## src/rtl/packed_lane_packer.sv

```systemverilog
// Packs a stream of P_WIDTH-bit elements into a P_LANES-wide lane vector with a written-lane mask.
// Optional per-lane even parity on out_unpack_o is enabled by defining PACKED_LANE_PACKER_PARITY_EN.
module packed_lane_packer #(
  parameter int unsigned        P_LANES = 5,
  parameter int unsigned        P_WIDTH = 4,
  parameter logic [P_WIDTH-1:0] P_PAD   = '0
) (
  input  logic                              main_clk_i,
  input  logic                              main_rst_i,
  input  logic                              in_valid_i,
  output logic                              in_ready_o,
  input  logic [P_WIDTH-1:0]                in_data_i,
  input  logic                              in_last_i,
  output logic                              out_valid_o,
  input  logic                              out_ready_i,
  output logic [P_LANES-1:0][P_WIDTH-1:0]   out_matrix_o,
  output logic [P_LANES-1:0]                out_vec_o,
  output logic [P_WIDTH-1:0]                out_vec_unpack_o [P_LANES-1:0],
  output logic                              out_unpack_o [P_LANES-1:0]
);

  localparam int unsigned      IDX_W    = (P_LANES > 1) ? $clog2(P_LANES) : 1;
  localparam logic [IDX_W-1:0] LAST_IDX = IDX_W'(P_LANES - 1);

  typedef enum logic {FILL, FULL} state_t;

  state_t                          state_q, state_d;
  logic [IDX_W-1:0]                idx_q, idx_d;
  logic [P_LANES-1:0][P_WIDTH-1:0] lane_q, lane_d;
  logic [P_LANES-1:0]              vec_q, vec_d;
  logic                            in_fire;

  // While a vector is held, input acceptance tracks the drain so a new vector starts without a bubble.
  assign in_ready_o  = (state_q == FILL) || out_ready_i;
  assign in_fire     = in_valid_i && in_ready_o;
  assign out_valid_o = (state_q == FULL);

  always_comb begin
    // NOTE: every next-state signal gets its hold value first so no path leaves it unassigned (no latches).
    state_d = state_q;
    idx_d   = idx_q;
    lane_d  = lane_q;
    vec_d   = vec_q;
    if (state_q == FILL) begin
      if (in_fire) begin
        lane_d[idx_q] = in_data_i;
        vec_d[idx_q]  = 1'b1;
        idx_d         = idx_q + 1'b1;
        if (idx_q == LAST_IDX || in_last_i) state_d = FULL;
      end
    end else if (out_ready_i) begin
      lane_d  = {P_LANES{P_PAD}};
      vec_d   = '0;
      idx_d   = '0;
      state_d = FILL;
      if (in_fire) begin
        lane_d[0] = in_data_i;
        vec_d[0]  = 1'b1;
        idx_d     = IDX_W'(1);
        if (in_last_i || P_LANES == 1) state_d = FULL;
      end
    end
  end

  // NOTE: sequential state uses non-blocking assignments; the lane array is reset too because unwritten lanes must read P_PAD.
  always_ff @(posedge main_clk_i or posedge main_rst_i) begin
    if (main_rst_i) begin
      state_q <= FILL;
      idx_q   <= '0;
      lane_q  <= {P_LANES{P_PAD}};
      vec_q   <= '0;
    end else begin
      state_q <= state_d;
      idx_q   <= idx_d;
      lane_q  <= lane_d;
      vec_q   <= vec_d;
    end
  end

  assign out_matrix_o = lane_q;
  assign out_vec_o    = vec_q;

  for (genvar k = 0; k < P_LANES; k++) begin : g_copy
    assign out_vec_unpack_o[k] = lane_q[k];
  end

`ifdef PACKED_LANE_PACKER_PARITY_EN
  logic [P_LANES-1:0] par_q;

  // Parity is computed from the next lane value so it updates in the same cycle as the lane.
  always_ff @(posedge main_clk_i or posedge main_rst_i) begin
    if (main_rst_i) begin
      par_q <= {P_LANES{^P_PAD}};
    end else begin
      for (int k = 0; k < P_LANES; k++) par_q[k] <= ^lane_d[k];
    end
  end

  for (genvar k = 0; k < P_LANES; k++) begin : g_par
    assign out_unpack_o[k] = par_q[k];
  end
`else
  for (genvar k = 0; k < P_LANES; k++) begin : g_par
    assign out_unpack_o[k] = 1'b0;
  end
`endif

endmodule

```

## config.mk

```make
export PLATFORM = sky130hd
export DESIGN_NAME = packed_lane_packer
export DESIGN_NICKNAME = d
export VERILOG_FILES = /design/src/rtl/packed_lane_packer.sv
export SDC_FILE = /design/constraint.sdc
export NUM_CORES = 1
export LEC_CHECK = 0
export BUFFER_PORTS_ARGS = -buffer_cell sky130_fd_sc_hd__buf_4
export CORE_UTILIZATION = 50
export CTS_BUF_LIST = sky130_fd_sc_hd__clkbuf_4
export DETAILED_ROUTE_END_ITERATION = 6
export PLACE_DENSITY_LB_ADDON = 0.3
export SETUP_SLACK_MARGIN = 0.5
export SLEW_MARGIN = 20
export SYNTH_ARGS = -nofsm -noshare
export SYNTH_HDL_FRONTEND = slang
export SYNTH_SLANG_ARGS = --single-unit
```

## constraint.sdc

```tcl
create_clock -name main_clk_i -period 1.65 [get_ports main_clk_i]
set_input_delay 0.165 -clock main_clk_i [delete_from_list [all_inputs] [get_ports main_clk_i]]
set_output_delay 0.165 -clock main_clk_i [all_outputs]
set_load 0.05 [all_outputs]
```

==> metrics.md <==
| Metric | Value |
|---|---|
| Status | completed |
| Layout cells sized above 1 | 56.0% |
| DR vias | 1375 |
| I/O Buffers | 55 |
| Post-Synth XOR/XNOR Area | 0% |
| Final period utilization | 84.6% |
| Sequential fraction of the synthesis area | 46.0% |
| Area growth, synth to finish | 45.8% |
| Fin. max-slew vios | 0 |
| Initial antenna violation count | 0 |
| Post-Synth Simple-Gate Area | 11.1% |
| Number of synthesized flops with an enable pin | 0 |
| Delay-heaviest family, CP | flip-flops |
| Compound-Gate Fraction of Synth Area | 20.0% |
| Fill cells | 186 |
| Leakage | 1.23 nW |
| Worst slack, placed | 0.161 ns |
| YS warnings | 0 |
| CTS tree | built |
| Root Driver | clkbuf_4 |
| DP HPWL | 2340 um |
| ANT cells | 0 |
| Post-synth top area share | between 40 and 50% |
| Critical path type | register to output pin |
| Initial Util | 52.1% |
| Final Power | 3.88 mW |
| Clock edge transition at the registers on the reported setup and hold paths | 0.10 ns |
| Distinct cells, synth | 28 |
| Hold Fails Final Rpt | 0 |
| CTS sink count | 29 |
| Hold WC Path Type | input port to register |
| Utilization after layout | 75.9% |
| Tot GR Track Use | 25.8% |
| Ys async rst share | 100% |
| F_max | 716 MHz |
| Multi-input gate area | around 760 sq um |
| Die Area | 0.00338 sq mm |
| Num CTS Buffers | 5 |
| # nets final | 219 |
| Worst path max stage delay | 0.51 ns |
| Starting DRT DRC Count | 72 |
| # DRC | 0 |
| Final setup viols | 0 |
| Routed length per placed instance | 18.0 um |
| Post-synthesis sequential element count | 29 |
| Max VDD drop | between 1000 and 1500 uV |
| Vias in the first global route | between 1000 and 1500 |
| Area contributors post-synth | dfrtp_1, buf_4, a221oi_1, a21o_1, a22o_1 |
| Die width | 58.2 um |
| P per Cell Area | 1690 mW/mm^2 |
| Buf+Inv Stages, Crit Path | 2 |
| Largest net degree at the start of global routing | 30 |
| Mux cell area share after synthesis | 2.86% |
| WP data required | 1.48 ns |
| DRT antenna net count | 0 |
| Core area | 0.00303 sq mm |
| I/O pin cnt | slightly above 60 |
| Skew-Pair Late Insertion Delay | about 0.34 ns |
| Clk_skew | 0.00905 ns |
| Placed cell count | 223 |
| Period minus WS final | 1.40 ns |
| Global placer's final weighted congestion | just over 0.8 |
| Startpoint Class | register |
| Crit path arrival time | roughly 1.2 ns |
| First-pass GRT wire length | 6400 um |
| Top FF cell, synth | dfrtp_1 |
| Worst setup margin | 0.254 ns |
| Leading area contributor after synthesis | dfrtp_1 |
| Top Usage Layer GRT | met2 |
| Synthesized area | 0.00158 sq mm |
| Post-Synth Adder-Cell Area | 1.59% |
| H-tree levels | 2 |
| Drt pass-1 iters | 4 |
| DIE HEIGHT | 58.2 um |
| # rows | 20 |
| Global Route met3 Usage | 4.69% |
| Avg Cell Area, Syn | 10.4 sq um |
| Syn Inst Count | 152 |
| Total Wirelength | roughly 4600 um |
| CP Max Fanout | 6 |
| Count leader, synth | dfrtp_1 |
| Synth cell count leaders | dfrtp_1, buf_4, inv_1 |
| RSZ-0062 raised after global routing | yes |
| Final std cells w/o fill | 253 |
| Max-cap viol count | 0 |
| Fin Setup TNS | 0 ns |
| Clock buffer depth | 2 |
| Vias per Instance | 5.43 |
| Worst-path cell chain | buf_12 -> nand2b_4 -> buf_8 |
| Reg area | 731 sq um |
| Largest family of logic cells by synthesized area | compound AO/OA/AOI/OAI gates |
| Met2 Track Usage GR | between 40% and 50% |
| CP endpoint kind | output pin |
| Global route total overflow | 0 |
| CP max-delay cell | dfrtp_2 |
| GR Util met1 | 33.9% |
cell families after synthesis:
group           after synthesis
buf+inv                      47
compound gates               41
flops                        29
simple gates                 28
mux                           4
fa+ha+maj                     2
other cells                   1
state kept, by name (all words and copies together), names as in the netlist:
register and cells:
out_valid_o 1, out_matrix_o 20, out_vec_o 5, idx_q 3
worst paths after layout:
check                        startpoint              end  slack, ns  depth (start not counted)
max reg2reg                 out_valid_o  out_matrix_o[3]       0.27                          4
max in group asynchronous    main_rst_i         idx_q[0]       0.90                          4
min in group asynchronous    main_rst_i     out_vec_o[1]       0.45                          4
max                         out_valid_o       in_ready_o       0.25                          3
min                        in_data_i[0]  out_matrix_o[0]       0.07                          2
min reg2reg                out_vec_o[4]     out_vec_o[4]       0.51                          1
area by class of cell:
| class | count | share of cell area [%] |
|---|---|---|
| flip-flops and latches | 29 | 31.8 |
| clock inverters | 3 | 0.544 |
| clock buffers | 5 | 1.63 |
| inverters | 13 | 2.12 |
| repair buffers | 77 | 28.6 |
| multi-input cells | 82 | 32.9 |
| well taps | 44 | 2.40 |
power breakdown:
part / switching, mW / total [mW] / internal (mW)
registers: 0.222 / 1.12 / 0.901
clock network: 0.262 / 0.416 / 0.154
logic: 1.53 / 2.35 / 0.812
total: 2.02 / 3.88 / 1.87
metrics by stage:
stage               area (sq um)  hold WS, ns
floorplan                   1620        0.243
detailed placement          1870        0.268
global placement            1870        0.257
finish                      2300       0.0718
global route                2300       0.0663
CTS                         2090       0.0582
cells in the final DEF, fill, tap and decap left out, drive strengths merged, types with 2 or more instances in the layout:
master   n
buf     75
dfrtp   29
inv     13
a21o    11
a221oi  10
a22o     7
nand2    7
and2     6
clkbuf   6
conb     5
o21a     5
nor2b    4
mux2     3
nor3b    3
mux2i    3
o21ai    3
a21oi    3
clkinv   3
ha       2
and3b    2
nand2b   2
nor2     2
timing repair:
| item | CTS | global route |
|---|---|---|
| setup endpoints to repair | 30 | 35 |
| gates cloned | 1 | 1 |
| buffers inserted | 7 | 12 |
| resized for setup | 25 | 29 |
| hold buffers | 1 | 0 |
| hold endpoints to repair | 29 | 0 |
| pin swaps | 5 | 7 |
routing by layer:
layer,share of wire [%],routed length [um]
met3,5.7,260
met1,42,1930
met2,50,2280
met5,0,0
met4,1.7,78
No activity file was read; power rests on OpenSTA's default activity.
